--- config.mk ---
export PLATFORM = sky130hd
export DESIGN_NAME = pipeline_ctrl
export DESIGN_NICKNAME = d
export VERILOG_FILES = /design/src/rtl/riscv_cpu_pkg.sv /design/src/rtl/pipeline_ctrl_fwd_unit.sv /design/src/rtl/pipeline_ctrl.sv
export SDC_FILE = /design/constraint.sdc
export NUM_CORES = 1
export LEC_CHECK = 0
export ABC_AREA = 1
export BUFFER_PORTS_ARGS = -buffer_cell sky130_fd_sc_hd__buf_2
export CORE_MARGIN = 10
export CORE_UTILIZATION = 25
export DETAILED_ROUTE_END_ITERATION = 6
export GPL_TIMING_DRIVEN = 0
export HOLD_SLACK_MARGIN = 0.1
export PLACE_DENSITY = 0.48
export SLEW_MARGIN = 20
export SYNTH_ARGS = -nofsm -noshare
export SYNTH_HDL_FRONTEND = slang
export SYNTH_SLANG_ARGS = --single-unit
--- constraint.sdc ---
create_clock -name clk_i -period 1.51 [get_ports clk_i]
set_input_delay 0.302 -clock clk_i [delete_from_list [all_inputs] [get_ports clk_i]]
set_output_delay 0.302 -clock clk_i [all_outputs]
set_load 0.02 [all_outputs]
--- src/rtl/riscv_cpu_pkg.sv ---
// Shared types for the RV32 pipeline control path: controller FSM state
// encoding and EX operand forwarding select encoding.
package riscv_cpu_pkg;

    localparam int FWD_SEL_WIDTH = 2;

    typedef enum logic [1:0] {
        CTRL_RUN      = 2'd0,
        CTRL_FLUSH    = 2'd1,
        CTRL_MEM_WAIT = 2'd2
    } ctrl_state_e;

    typedef enum logic [FWD_SEL_WIDTH-1:0] {
        FWD_REG    = 2'd0,
        FWD_EX_MEM = 2'd1,
        FWD_MEM_WB = 2'd2
    } fwd_sel_e;

endpackage

--- src/rtl/pipeline_ctrl_fwd_unit.sv ---
// Forwarding compare for one EX source operand. The MEM-stage producer wins
// over the WB-stage producer, and register x0 is never forwarded.
module fwd_unit
    import riscv_cpu_pkg::*;
#(
    parameter int ADDR_WIDTH = 5
) (
    input  logic [ADDR_WIDTH-1:0]    rs_i,
    input  logic                     mem_valid_i,
    input  logic                     mem_reg_we_i,
    input  logic [ADDR_WIDTH-1:0]    mem_rd_i,
    input  logic                     wb_valid_i,
    input  logic                     wb_reg_we_i,
    input  logic [ADDR_WIDTH-1:0]    wb_rd_i,
    output logic [FWD_SEL_WIDTH-1:0] sel_o
);

    logic mem_hit_s;
    logic wb_hit_s;

    // Pick the youngest in-flight producer of rs_i, falling back to the regfile
    always_comb begin
        mem_hit_s = mem_valid_i && mem_reg_we_i && (mem_rd_i != '0) && (mem_rd_i == rs_i);
        wb_hit_s  = wb_valid_i && wb_reg_we_i && (wb_rd_i != '0) && (wb_rd_i == rs_i);
        if (mem_hit_s) begin
            sel_o = FWD_EX_MEM;
        end else if (wb_hit_s) begin
            sel_o = FWD_MEM_WB;
        end else begin
            sel_o = FWD_REG;
        end
    end

endmodule

--- src/rtl/pipeline_ctrl.sv ---
// Hazard and sequencing controller for the 5-stage RV32 pipeline.
// Priority each cycle: data-memory stall > redirect > load-use.
// Outputs are Mealy (state + inputs); the registers are state, return,
// flush_cnt, to_cnt and mem_err.
// Optional build macro PIPE_CTRL_PERF_EN adds stall/redirect event counters.
module pipeline_ctrl
    import riscv_cpu_pkg::*;
#(
    parameter int ADDR_WIDTH    = 5,
    parameter int FETCH_LATENCY = 1,
    parameter int MEM_TIMEOUT   = 16
) (
    input  logic                     clk_i,
    input  logic                     rst_i,
    input  logic                     id_valid_i,
    input  logic                     id_rs1_used_i,
    input  logic                     id_rs2_used_i,
    input  logic [ADDR_WIDTH-1:0]    id_rs1_i,
    input  logic [ADDR_WIDTH-1:0]    id_rs2_i,
    input  logic                     ex_valid_i,
    input  logic                     ex_reg_we_i,
    input  logic                     ex_is_load_i,
    input  logic [ADDR_WIDTH-1:0]    ex_rs1_i,
    input  logic [ADDR_WIDTH-1:0]    ex_rs2_i,
    input  logic [ADDR_WIDTH-1:0]    ex_rd_i,
    input  logic                     mem_valid_i,
    input  logic                     mem_reg_we_i,
    input  logic                     mem_req_i,
    input  logic                     mem_ready_i,
    input  logic [ADDR_WIDTH-1:0]    mem_rd_i,
    input  logic                     wb_valid_i,
    input  logic                     wb_reg_we_i,
    input  logic [ADDR_WIDTH-1:0]    wb_rd_i,
    input  logic                     redirect_i,
    output logic                     pc_stall_o,
    output logic                     id_stall_o,
    output logic                     ex_stall_o,
    output logic                     mem_stall_o,
    output logic                     id_flush_o,
    output logic                     ex_bubble_o,
    output logic                     wb_bubble_o,
    output logic [FWD_SEL_WIDTH-1:0] fwd_a_sel_o,
    output logic [FWD_SEL_WIDTH-1:0] fwd_b_sel_o,
    output logic                     mem_err_o,
    output logic [1:0]               state_o
`ifdef PIPE_CTRL_PERF_EN
    ,
    output logic [31:0]              stall_cycles_o,
    output logic [31:0]              flush_events_o
`endif
);

    localparam int TO_W = $clog2(MEM_TIMEOUT + 1);
    localparam logic [TO_W-1:0] TO_MAX    = TO_W'(MEM_TIMEOUT);
    localparam logic [TO_W-1:0] TO_ERR    = TO_W'(MEM_TIMEOUT - 1);
    localparam logic [2:0]      FL_RELOAD = (FETCH_LATENCY > 0) ? 3'(FETCH_LATENCY - 1) : 3'd0;

    ctrl_state_e     state_q, state_d;
    logic            ret_q, ret_d;           // 1 = return to FLUSH after MEM_WAIT
    logic [2:0]      flush_cnt_q, flush_cnt_d;
    logic [TO_W-1:0] to_cnt_q, to_cnt_d;
    logic            mem_err_q, mem_err_d;

    ctrl_state_e eff_state_s;                // state the pipeline resumes in
    logic        mem_stall_s;
    logic        redirect_acc_s;
    logic        load_use_s;
    logic        lu_match_s;

    logic [FWD_SEL_WIDTH-1:0] fwd_a_raw_s;
    logic [FWD_SEL_WIDTH-1:0] fwd_b_raw_s;

    fwd_unit #(.ADDR_WIDTH(ADDR_WIDTH)) u_fwd_a (
        .rs_i         (ex_rs1_i),
        .mem_valid_i  (mem_valid_i),
        .mem_reg_we_i (mem_reg_we_i),
        .mem_rd_i     (mem_rd_i),
        .wb_valid_i   (wb_valid_i),
        .wb_reg_we_i  (wb_reg_we_i),
        .wb_rd_i      (wb_rd_i),
        .sel_o        (fwd_a_raw_s)
    );

    fwd_unit #(.ADDR_WIDTH(ADDR_WIDTH)) u_fwd_b (
        .rs_i         (ex_rs2_i),
        .mem_valid_i  (mem_valid_i),
        .mem_reg_we_i (mem_reg_we_i),
        .mem_rd_i     (mem_rd_i),
        .wb_valid_i   (wb_valid_i),
        .wb_reg_we_i  (wb_reg_we_i),
        .wb_rd_i      (wb_rd_i),
        .sel_o        (fwd_b_raw_s)
    );

    // Hazard classification with memory > redirect > load-use priority
    always_comb begin
        mem_stall_s = mem_valid_i && mem_req_i && !mem_ready_i;
        if (state_q == CTRL_MEM_WAIT) begin
            eff_state_s = ret_q ? CTRL_FLUSH : CTRL_RUN;
        end else begin
            eff_state_s = state_q;
        end
        lu_match_s = id_valid_i && ex_valid_i && ex_reg_we_i && ex_is_load_i &&
                     (ex_rd_i != '0) &&
                     ((id_rs1_used_i && (id_rs1_i == ex_rd_i)) ||
                      (id_rs2_used_i && (id_rs2_i == ex_rd_i)));
        redirect_acc_s = !mem_stall_s && redirect_i;
        // ID holds a discarded fetch in FLUSH, so load-use only counts in RUN
        load_use_s = !mem_stall_s && !redirect_i && (eff_state_s == CTRL_RUN) && lu_match_s;
    end

    // Drive per-stage controls; everything is quiet while reset is held
    always_comb begin
        if (rst_i) begin
            pc_stall_o  = 1'b0;
            id_stall_o  = 1'b0;
            ex_stall_o  = 1'b0;
            mem_stall_o = 1'b0;
            id_flush_o  = 1'b0;
            ex_bubble_o = 1'b0;
            wb_bubble_o = 1'b0;
            fwd_a_sel_o = FWD_REG;
            fwd_b_sel_o = FWD_REG;
        end else begin
            pc_stall_o  = mem_stall_s || load_use_s;
            id_stall_o  = mem_stall_s || load_use_s;
            ex_stall_o  = mem_stall_s;
            mem_stall_o = mem_stall_s;
            id_flush_o  = !mem_stall_s && (redirect_acc_s || (eff_state_s == CTRL_FLUSH));
            ex_bubble_o = redirect_acc_s || load_use_s;
            wb_bubble_o = mem_stall_s;
            fwd_a_sel_o = fwd_a_raw_s;
            fwd_b_sel_o = fwd_b_raw_s;
        end
        mem_err_o = mem_err_q;
        state_o   = state_q;
    end

    // Next-state logic for the RUN / FLUSH / MEM_WAIT sequencer
    always_comb begin
        state_d     = state_q;
        ret_d       = ret_q;
        flush_cnt_d = flush_cnt_q;
        to_cnt_d    = to_cnt_q;
        mem_err_d   = mem_err_q;
        if (mem_stall_s) begin
            state_d = CTRL_MEM_WAIT;
            if (state_q == CTRL_MEM_WAIT) begin
                if (to_cnt_q != TO_MAX) begin
                    to_cnt_d = to_cnt_q + TO_W'(1);
                end else begin
                    to_cnt_d = to_cnt_q;
                end
                if (to_cnt_q == TO_ERR) begin
                    mem_err_d = 1'b1;
                end else begin
                    mem_err_d = mem_err_q;
                end
            end else begin
                ret_d    = (state_q == CTRL_FLUSH);
                to_cnt_d = '0;
            end
        end else if (redirect_i) begin
            if (FETCH_LATENCY > 0) begin
                state_d     = CTRL_FLUSH;
                flush_cnt_d = FL_RELOAD;
            end else begin
                state_d     = CTRL_RUN;
                flush_cnt_d = flush_cnt_q;
            end
        end else if (eff_state_s == CTRL_FLUSH) begin
            if (flush_cnt_q == 3'd0) begin
                state_d = CTRL_RUN;
            end else begin
                state_d     = CTRL_FLUSH;
                flush_cnt_d = flush_cnt_q - 3'd1;
            end
        end else begin
            state_d = CTRL_RUN;
        end
    end

    // Controller state registers
    always_ff @(posedge clk_i or posedge rst_i) begin
        if (rst_i) begin
            state_q     <= CTRL_RUN;
            ret_q       <= 1'b0;
            flush_cnt_q <= 3'd0;
            to_cnt_q    <= '0;
            mem_err_q   <= 1'b0;
        end else begin
            state_q     <= state_d;
            ret_q       <= ret_d;
            flush_cnt_q <= flush_cnt_d;
            to_cnt_q    <= to_cnt_d;
            mem_err_q   <= mem_err_d;
        end
    end

`ifdef PIPE_CTRL_PERF_EN
    logic [31:0] stall_cycles_q;
    logic [31:0] flush_events_q;

    // Free-running wrap-around event counters for stalled PC cycles and redirects
    always_ff @(posedge clk_i or posedge rst_i) begin
        if (rst_i) begin
            stall_cycles_q <= 32'd0;
            flush_events_q <= 32'd0;
        end else begin
            stall_cycles_q <= stall_cycles_q + {31'd0, pc_stall_o};
            flush_events_q <= flush_events_q + {31'd0, redirect_acc_s};
        end
    end

    assign stall_cycles_o = stall_cycles_q;
    assign flush_events_o = flush_events_q;
`endif

endmodule

; ---- Word-level counts from Yosys, hierarchy flattened
; Cells that the tools add are included.
[op_classes]
n_addsub = 2
multipliers = 0
div = 0
order_cmp = 0
n_eq_ne = 13
shifts = 0
mux = 21
n_bitwise = 2
n_reduce_logical = 39
[op_table]
columns = operator, count
row1 = == test 5 bit, 6
row2 = logical AND 1 bit, 22
row3 = 2-to-1 mux 2 bit, 10
row4 = nonzero test 5 bit, 3
row5 = 2-to-1 mux 5 bit, 2
row6 = 2-to-1 mux 3 bit, 3
row7 = 2-to-1 mux 1 bit, 6
row8 = AND reduction 3 bit, 2
row9 = "adder 5 x 1 -> 5 bit, second input constant", 1
row10 = "== test 5 x 4 -> 1 bit, second input constant", 1
row11 = "!= test 5 bit, second input constant", 1
row12 = "== test 2 x 1 -> 1 bit, second input constant", 2
row13 = logical OR 1 bit, 4
row14 = AND reduction 2 bit, 2
row15 = logical NOT 1 bit, 3
row16 = logical NOT 3 bit, 1
row17 = "subtractor 3 x 1 -> 3 bit, second input constant", 1
row18 = "== test 2 bit, second input constant", 1
row19 = logical NOT 2 bit, 1
row20 = "!= test 2 x 1 -> 1 bit, second input constant", 1
row21 = "!= test 2 bit, second input constant", 1
row22 = NOT 1 bit, 2
row23 = nonzero test 2 bit, 1
[word_totals]
ff_bits = 12
latch_bits = 0
mem_bits_rw = 0
mem_bits_ro = 0
in_bits = 50
out_inout_bits = 14
elab_cells = 82
mem_count = 0

; ---- Longest topological paths before layout
; Gate-level depths: netlist (run 1).
[depth]
word_depth = 8
depth_mapped = 9
mapped_depth_nobuf = 8

; ---- Hierarchy
; A second synthesis (run 1) with hierarchy kept.
[hier_totals]
cells_unflattened = 278
hier_area_um2 = 1468.9
[by_module_without_submodules]
columns = module, n_inst, cells_per_inst, area_per_inst_um2, seq_area_each_um2
row1 = pipeline_ctrl, 1, 156, 978.4, 300.3
row2 = fwd_unit, 2, 61, 245.2, 0.0

; ---- Least setup slack after synthesis (run 1)
; OpenSTA, ideal clock, no wires.
[synth_path]
path_type = in2out
start = in mem_valid_i
end = out pc_stall_o
t_arrival_ps = 1459
required_ps = 1208
slack_ps = -251
stages = 7
path_buffers = 1
path_cell_list = nand2_1 nor2_4 inv_2 nor2_1 inv_1 nand2_1 buf_4
[synth_via]
elab_chain_cells = 8
[synth_rtl]
columns = element, line
row1 = from (decl), pipeline_ctrl.sv:26  ; input logic mem_valid_i,
row2 = logical AND 1 bit (*) (2 in a row), pipeline_ctrl.sv:97  ; mem_stall_s = mem_valid_i && mem_req_i && !mem_ready_i;
row3 = named net mem_stall_s, pipeline_ctrl.sv:65  ; logic mem_stall_s;
row4 = logical NOT 1 bit, pipeline_ctrl.sv:109  ; load_use_s = !mem_stall_s && !redirect_i && (eff_state_s == CTRL_RUN) && lu_match_s;
row5 = logical AND 1 bit (3 in a row), pipeline_ctrl.sv:109
row6 = logical OR 1 bit (*), --
row7 = 2-to-1 mux 1 bit (*), --
row8 = to (decl), pipeline_ctrl.sv:35  ; output logic pc_stall_o,
; The timed path passes the listed nets; every way through them passes the cells marked *.

; ---- Final worst setup path (run 1)
[layout_path]
start = reg state_q[0], in the netlist state_o[0]
end = out pc_stall_o
[layout_via]
elab_chain_cells = 7
[layout_rtl]
columns = element, line
row1 = from (decl), pipeline_ctrl.sv:58  ; ctrl_state_e state_q, state_d;
row2 = from (signal assigned), pipeline_ctrl.sv:192  ; state_q <= state_d;
row3 = == test 2 bit, pipeline_ctrl.sv:98  ; if (state_q == CTRL_MEM_WAIT) begin
row4 = 2-to-1 mux 2 bit (*), pipeline_ctrl.sv:98
row5 = logical NOT 2 bit (*), pipeline_ctrl.sv:109
row6 = logical AND 1 bit (*) (2 in a row), pipeline_ctrl.sv:109
row7 = logical OR 1 bit (*), pipeline_ctrl.sv:125  ; pc_stall_o = mem_stall_s || load_use_s;
row8 = 2-to-1 mux 1 bit (*), pipeline_ctrl.sv:114  ; if (rst_i) begin
; Mark *: on every way between the ends. The rest lies on a longest branch, timed or not.

==> results_dict.tcl, run 1 <==
set metrics [dict create \
    status "finished with violations" \
    failed_checks "setup timing" \
    place_congestion 0.803 \
    synth_top_family_by_area "simple AND/OR/NAND/NOR gates" \
    clkSinkCount 12 \
    coreArea_mm2 0.00517 \
    antenna_left 0 \
    grt.total_usage_pct 8.91 \
    grt_pass1_wl_um 6490 \
    io_pins 64 \
    wl_per_cell_um 10.5 \
    nNetsFinal 361 \
    initial_utilization_pct 26.1 \
    die_x_um 93.4 \
    hold_class "input port to asynchronous set/reset pin" \
    max_stage_delay_ns 0.41 \
    synth_area_leaders "nand2_1 (24%), dfrtp_1 (22%), inv_1 (11%), nand3_1 (7.4%), nor2_1 (7.0%)" \
    maxCapViolations 0 \
    rows 26 \
    yosys_warnings 0 \
    power_frac_clock_pct 23.0 \
    cp_slowest_cell "dfrtp_2" \
    diodes 0 \
    muxShareOfSynthArea_pct 0 \
    fin_ws_ns -0.193 \
    synth.largest_area_cell "nand2_1" \
    fp.dieH_um 93.4 \
    r2r-end "to_cnt_q[3]$_DFFE_PP0P_" \
    grt_max_degree 12 \
    rr_worst_depth 6 \
    fmax_mhz 587 \
    syn-instance-count 233 \
    skew_ns 0.00302 \
    grt.overflow.total 0 \
    seq_area_frac_synth_pct 22.3 \
    via_count 1554 \
    synth_common_cells "nand2_1 (87), inv_1 (41), nor2_1 (25), nand3_1 (20), dfrtp_1 (12)" \
    async_flop_share_pct 100 \
    syn_avg_cell_area_um2 5.78 \
    root_buffer "clkbuf_8" \
    grt_pass1_vias 1519 \
    syn_to_final_growth_pct 42.9 \
    critPathCaptureType "primary output" \
    synth_fa_ha_area_share_pct 4.64 \
    cp.arrival_ns 1.40 \
    syn_nets 288 \
    ir_drop_mv 0.252 \
    post-route-util_pct 37.2 \
    crit_required_ns 1.21 \
    antenna_found_initial 0 \
    synth_enable_flop_cells 0 \
    fin_crit_sh_pct 113 \
    seqPwrFrac_pct 31.1 \
    cts_buffers 3 \
    leakagePower_nw 1.11 \
    synth_most_common_cell "nand2_1" \
    powerDensity_mw_per_mm2 682 \
    drc 0 \
    io_buffers 63 \
    layout_min_cycle_time_ns 1.70 \
    worst-r2r-setup-slack_ns 0.13 \
    grt_busiest_layer "met2" \
    final-setup-viol-count 4 \
    synth_compound_area_share_pct 6.78 \
    viasPerCell 4.14 \
    dieArea_mm2 0.00873 \
    startpoint_type "flip-flop" \
    cts_tree "built" \
    grt_use_met2_pct 15.5 \
    whs_ns 0.133 \
    clkTransAtPathRegs_ns 0.05 \
    dpl.hpwl_um 3440 \
    cts_hold_buf 0 \
    clockBufferDepth 2 \
    yosysTopAreaCellShare_pct 24.2 \
    drtPass1Iterations 4 \
    drt_iter0_markers 15 \
    p_switching_mw 0.485 \
    clk_latency_ns 0.24 \
    path_cells "nor2_2 > nand3_1 > nor2_1 > nand2_1 > nor2_1 > nand2_1 > nand2_2 > buf_6 > buf_6" \
    finalPower_mw 1.31 \
    switching_share_pct 36.9 \
    synth_xor_area_share_pct 7.80 \
    met3_usage_pct 4.00 \
    drive_gt1_share_pct 33.1 \
    cts_max_level 1 \
    critPathMaxFanout 2 \
    relSlewSlack_pct 83.2 \
    internal_power_mw 0.829 \
    finalWirelength_um 3950 \
    grtUsageMet1_pct 9.62 \
    synthFlopType "dfrtp_1" \
    yosys.area_share.simple_pct 44.8 \
    rsz0062_at_grt "true" \
    syn_area_mm2 0.00135 \
    ys_ff_latch 12 \
    worst_pin_slew_ns 0.250 \
    yosysUniqueCellTypes 22 \
    pwr-share-comb_pct 45.9 \
    fill_cells 588 \
    critPathKind "flip-flop to primary output" \
    final_max_slew_viol_count 0 \
    hold_viol_final 0 \
    r2r_start "state_o[0]$_DFF_PP0_" \
]
[layout make-up]
| class | instances | area [um2] | area share [%] |
|---|---|---|---|
| buffer | 3 | 26.3 | 1.36 |
| sequential | 12 | 302 | 15.7 |
| clock buffer | 4 | 45.0 | 2.34 |
| inverter | 43 | 165 | 8.58 |
| timing repair buffer | 68 | 383 | 19.9 |
| tap | 70 | 87.6 | 4.55 |
| multi-input combinational | 175 | 917 | 47.6 |
[worst max-delay path by stage]
stage                                     from        endpoint  slack (ns)  cells after the start
after floorplan                          rst_i  fwd_a_sel_o[1]       0.007                      5
after global placement                   rst_i  fwd_a_sel_o[1]       -0.37                      7
after detailed placement                 rst_i  fwd_a_sel_o[1]       -0.35                      7
after CTS                 state_o[0]$_DFF_PP0_      pc_stall_o       -0.20                      9
after global routing      state_o[0]$_DFF_PP0_      pc_stall_o       -0.34                      9
final                     state_o[0]$_DFF_PP0_      pc_stall_o       -0.19                      9
[metrics by stage]
stage	setup WS [ns]	cell area [um2]	std cells	TNS [ns]
after floorplan	0.00723	1360	233	0
after global placement	-0.372	1760	366	-1.25
after detailed placement	-0.346	1760	366	-1.21
after CTS	-0.196	1860	374	-0.568
after global routing	-0.339	1930	375	-1.08
final	-0.193	1930	375	-0.605
[routing by layer]
metal	up-vias	part of all wire, %	routed length [um]
met5	-	0	0
met4	0	0.73	29
met3	4	10	408
met2	42	48	1890
met1	662	41	1630
li1	846	-	-
[logic make-up after synthesis]
| logic type | Yosys count |
|---|---|
| AO/OA/AOI/OAI | 14 |
| flip-flops | 12 |
| XOR/XNOR | 12 |
| buffers and inverters | 46 |
| AND/OR/NAND/NOR | 144 |
| adder cells (fa/ha/maj) | 5 |
[power by group through the flow]
stage	registers [mW]	logic, mW	clock network [mW]
floorplan	0.430	0.327	0
global placement	0.426	0.508	0
detailed placement	0.428	0.509	0
CTS	0.407	0.556	0.312
global route	0.415	0.689	0.322
finish	0.409	0.602	0.302
[layout by cell type, fill, tap and decap left out, types with 2 or more instances in the layout]
cell type and instances:
nand2_1 83, ha_1 5, buf_4 9, nand2_2 4, o21ai_4 2, buf_6 5
inv_1 36, inv_2 6, xor2_1 2, nor2_4 3, nor2_1 23, buf_2 57
o21ai_0 8, nand3_1 20, nor3_2 2, nor3_1 3, dfrtp_1 11, xnor2_1 9
or2_2 2, clkbuf_8 3
[flip-flops by register name, indices dropped and copies added (netlist names)]
| signal | flops |
|---|---|
| mem_err_o | 1 |
| ret_q | 1 |
| to_cnt_q | 5 |
| flush_cnt_q | 3 |
| state_o | 2 |
[worst max-delay path, delay by kind of cell, from the launching register on]
kind / cells / cell delay, ns
buf+inv: 2 / 0.19
flops: 1 / 0.41
simple gates: 7 / 0.56
[what timing repair did]
| action | CTS | global route |
|---|---|---|
| resized for setup | 7 | 20 |
| cloned | 0 | 0 |
| setup buffers | 4 | 1 |
| pin swaps | 3 | 11 |
| setup endpoints to repair | 7 | 7 |
(Power assumes the default switching activity.)
==> inputs of run 2 (changes only) <==
--- a/constraint.sdc
+++ b/constraint.sdc
@@ -3,2 +3,2 @@
 set_output_delay 0.302 -clock clk_i [all_outputs]
-set_load 0.02 [all_outputs]
+set_load 0.01 [all_outputs]
==> results_dict.tcl, run 2 (synthesis gave the netlist of run 1 again) <==
set metrics [dict create \
    rsz0062_at_grt "true" \
    fp.dieH_um 93.4 \
    fmax_mhz 600 \
    crit_buf_inv 2 \
    drive_gt1_share_pct 29.3 \
    cp_slowest_cell "dfrtp_2" \
    largest_reg_flops 5 \
    wl_per_cell_um 10.9 \
    grt_max_degree 12 \
    grt_pass1_wl_um 6840 \
    clkTransAtPathRegs_ns 0.06 \
    io_buffers 63 \
    dr.max_layer_used "met4" \
    grt_pass1_vias 1498 \
    drc 0 \
    crit_required_ns 1.21 \
    final-setup-viol-count 4 \
    root_buffer "clkbuf_8" \
    critPathMaxFanout 2 \
    failed_checks "setup timing" \
    met1_length_um 1990 \
    drtPass1Iterations 4 \
    grt.total_usage_pct 9.30 \
    antenna_found_initial 0 \
    clockBufferDepth 2 \
    cts_buffers 3 \
    critPathCaptureType "primary output" \
    skew_ns 0.00686 \
    nNetsFinal 360 \
    status "finished with violations" \
    antenna_left 0 \
    finalWirelength_um 4100 \
    fill_cells 585 \
    critPathKind "flip-flop to primary output" \
    hold_class "input port to asynchronous set/reset pin" \
    fin_ws_ns -0.156 \
    grt.overflow.total 0 \
    coreArea_mm2 0.00517 \
    leakagePower_nw 1.09 \
    rows 26 \
    maxCapViolations 0 \
    finalSetupTns_ns -0.432 \
    syn_to_final_growth_pct 38.8 \
    path_cells "nor2_1 > nand3_1 > nor2_1 > nand2_1 > nor2_1 > nand2_1 > nand2_2 > buf_4 > buf_6" \
    diodes 0 \
    final_cell_mix "nand2_1 (86), buf_2 (61), inv_1 (40)" \
    powerDensity_mw_per_mm2 691 \
    initial_utilization_pct 26.1 \
    met2_length_um 1820 \
    startpoint_type "flip-flop" \
    dieArea_mm2 0.00873 \
    post-route-util_pct 36.2 \
    clkSinkCount 12 \
    cts_max_level 1 \
    regMostFlops "to_cnt_q" \
    wl_met3_um 273 \
    cp.arrival_ns 1.36 \
    fin_crit_sh_pct 110 \
    final_common_cell "nand2_1" \
    viasPerCell 4.06 \
    io_pins 64 \
    die_x_um 93.4 \
    cts_tree "built" \
    ir_drop_mv 0.312 \
    hold_viol_final 0 \
    via_count 1517 \
    cp_common_cell "nor2_1" \
    drt_iter0_markers 50 \
    layout_min_cycle_time_ns 1.67 \
    relSlewSlack_pct 83.1 \
    critPathTopFamily "simple AND/OR/NAND/NOR gates" \
    clk_latency_ns 0.24 \
    max_stage_delay_ns 0.40 \
    place_congestion 0.793 \
    worst_pin_slew_ns 0.251 \
    final_max_slew_viol_count 0 \
    dpl.hpwl_um 3570 \
]
-- run 2: worst register-to-register path: cells and delay by family (launching register included) --
kind                   cells  cell delay, ns
DFF                        1            0.40
AOI/OAI and AO/OA          2            0.34
buffers and inverters      2            0.22
and+or+nand+nor            1            0.20
-- run 2: where the power goes --
group	internal, mW	total [mW]	switching [mW]
combinational	0.230	0.534	0.304
sequential	0.374	0.404	0.0300
clock	0.230	0.354	0.124
total	0.835	1.29	0.458
-- run 2: stage by stage --
stage / cells / hold WS (ns) / setup WS [ns] / total power, mW / area [um2]
3_5_place_dp: 366 / 0.449 / -0.317 / 0.921 / 1750
5_1_grt: 374 / 0.231 / -0.251 / 1.41 / 1870
6_report: 374 / 0.191 / -0.156 / 1.29 / 1870
3_3_place_gp: 366 / 0.448 / -0.343 / 0.919 / 1750
2_1_floorplan: 233 / 0.200 / 0.0702 / 0.738 / 1350
4_1_cts: 374 / 0.184 / -0.186 / 1.31 / 1860
-- run 2: area by class of cell --
cell class	instances	area [um2]	area share [%]
inverters	43	165	8.83
clock buffers	4	55.1	2.94
well taps	70	87.6	4.68
repair buffers	67	360	19.3
multi-input cells	175	878	47.0
plain buffers	3	22.5	1.20
flip-flops and latches	12	302	16.1
-- run 2: worst paths after layout --
check                      cells past startpoint                   from                    endpoint  slack [ns]
max                                            9   state_o[0]$_DFF_PP0_                  pc_stall_o       -0.16
min                                            3                  rst_i           ret_q$_DFFE_PP0P_        0.19
max reg2reg                                    5   state_o[0]$_DFF_PP0_     to_cnt_q[2]$_DFFE_PP0P_        0.22
min reg2reg                                    1  mem_err_o$_DFFE_PP0P_       mem_err_o$_DFFE_PP0P_        0.46
max in group asynchronous                      3                  rst_i  flush_cnt_q[1]$_DFFE_PP0P_        0.84
min in group clk_i                             3             redirect_i        state_o[0]$_DFF_PP0_        0.37
-- run 2: routing by layer --
metal	global-route usage [%]	up-vias
met5	0	-
met4	1.93	0
met3	2.08	2
met2	14.8	34
met1	12.5	633
li1	-	848
-- run 2: what timing repair did --
| item | in CTS | in global routing |
|---|---|---|
| setup buffers | 3 | 0 |
| gates resized for setup | 4 | 3 |
| hold buffers | 1 | 0 |
| pin swaps | 1 | 0 |
| setup endpoints to repair | 8 | 7 |
| hold endpoints to repair | 1 | 0 |
==> inputs of run 3 (changes only) <==
BUFFER_PORTS_ARGS = unset   (was -buffer_cell sky130_fd_sc_hd__buf_2)
DONT_BUFFER_PORTS = 1   (was unset)
PLACE_DENSITY = 0.38   (was 0.48)
==> results_dict.tcl, run 3 (synthesis gave the netlist of run 1 again) <==
set metrics [dict create \
    crit_required_ns 1.21 \
    rr_worst_depth 5 \
    regMostFlops "to_cnt_q" \
    final_common_cell "nand2_1" \
    fp.dieH_um 93.4 \
    drt_iter0_markers 30 \
    layout_min_cycle_time_ns 1.76 \
    fmax_mhz 569 \
    cts_tree "built" \
    grt.total_usage_pct 8.76 \
    powerDensity_mw_per_mm2 723 \
    drtPass1Iterations 4 \
    die_x_um 93.4 \
    cts_buffers 3 \
    critPathKind "flip-flop to primary output" \
    critPathMaxFanout 5 \
    nNetsFinal 296 \
    final_cell_mix "nand2_1 (83), inv_1 (39), nor2_1 (23)" \
    drc 0 \
    place_congestion 0.753 \
    dpl.hpwl_um 3490 \
    hold_class "input port to flip-flop" \
    crit_buf_inv 1 \
    cp_common_cell "nor2_1" \
    drive_gt1_share_pct 12.6 \
    largest_reg_flops 5 \
    antenna_left 0 \
    grt_pass1_vias 1261 \
    final-setup-viol-count 3 \
    grt_pass1_wl_um 6210 \
    dieArea_mm2 0.00873 \
    hold_viol_final 0 \
    via_count 1288 \
    finalSetupTns_ns -0.622 \
    critPathCaptureType "primary output" \
    place_ws_ns -0.213 \
    worst-r2r-setup-slack_ns 0.23 \
    cp_slowest_cell "dfrtp_2" \
    cp.arrival_ns 1.45 \
    io_buffers 0 \
    initial_utilization_pct 26.1 \
    worst-path-stages 8 \
    clk_latency_ns 0.24 \
    io_pins 64 \
    finalWirelength_um 4050 \
    syn_to_final_growth_pct 15.0 \
    clkSinkCount 12 \
    grt.overflow.total 0 \
    wl_per_cell_um 13.1 \
    clockBufferDepth 2 \
    rows 26 \
    coreArea_mm2 0.00517 \
    viasPerCell 4.17 \
    diodes 0 \
    critPathTopFamily "simple AND/OR/NAND/NOR gates" \
    startpoint_type "flip-flop" \
    post-route-util_pct 30.0 \
    path_cells "nor2_1 > nand3_1 > nor2_2 > nand2_1 > nor2_1 > nand2_2 > buf_6 > nand2_4" \
    worst_pin_slew_ns 0.605 \
    antenna_found_initial 0 \
    status "finished with violations" \
    maxCapViolations 0 \
    leakagePower_nw 0.816 \
    grt_max_degree 13 \
    fin_ws_ns -0.247 \
    ir_drop_mv 0.434 \
    failed_checks "setup timing" \
    max_stage_delay_ns 0.47 \
    clkTransAtPathRegs_ns 0.05 \
    root_buffer "clkbuf_8" \
    fin_crit_sh_pct 116 \
    rsz0062_at_grt "true" \
    skew_ns 0.00245 \
    final_max_slew_viol_count 0 \
    cts_max_level 1 \
    whs_path_depth 1 \
    relSlewSlack_pct 59.5 \
]
-- run 3: changes by cell type in the layout (fill, tap and decap cells not counted), moves of 2 or more --
cell | before | now
buf_2 | 61 | 0
buf_4 | 6 | 3
nand2_1 | 86 | 83
nand2_4 | 0 | 2
-- run 3: timing repair --
item,4_1_cts,5_1_grt
hold buffers,1,0
hold endpoints to repair,12,0
resized for setup,13,2
setup buffers,1,1
pin swaps,1,0
endpoints found under the setup margin,6,6
-- run 3: stage by stage --
step           hold WS, ns  area (um2)  std cells  total power [mW]
6_report             0.152        1550        309              1.12
3_3_place_gp         0.293        1440        303             0.818
3_5_place_dp         0.320        1440        303             0.818
2_1_floorplan        0.200        1350        233             0.738
5_1_grt              0.149        1550        309              1.22
4_1_cts              0.145        1530        308              1.13
-- run 3: worst paths after layout --
check	startpoint	to
max	state_o[0]$_DFF_PP0_	ex_bubble_o
min	mem_ready_i	state_o[1]$_DFF_PP0_
max reg2reg	to_cnt_q[0]$_DFFE_PP0P_	mem_err_o$_DFFE_PP0P_
min reg2reg	flush_cnt_q[0]$_DFFE_PP0P_	flush_cnt_q[0]$_DFFE_PP0P_
max in group asynchronous	rst_i	state_o[0]$_DFF_PP0_
min in group asynchronous	rst_i	flush_cnt_q[1]$_DFFE_PP0P_
-- run 3: cell type report --
cell class / count / area [um2]
repair buffers: 3 / 28.8
flip-flops and latches: 12 / 303
plain buffers: 3 / 26.3
fillers: 586 / 3620
multi-input cells: 175 / 898
well taps: 70 / 87.6
inverters: 43 / 165
clock buffers: 3 / 41.3
-- run 3: report_power, final --
group	switching (mW)	internal [mW]	total (mW)
logic	0.233	0.171	0.404
registers	0.0522	0.375	0.427
clock network	0.113	0.176	0.289
-- run 3: routing by layer --
metal	wire length [um]	global-route usage, %	vias to the layer above
li1	-	-	712
met4	23	2.31	0
met5	0	0	-
met2	1850	14.4	33
met1	1740	10.3	541
met3	430	3.52	2
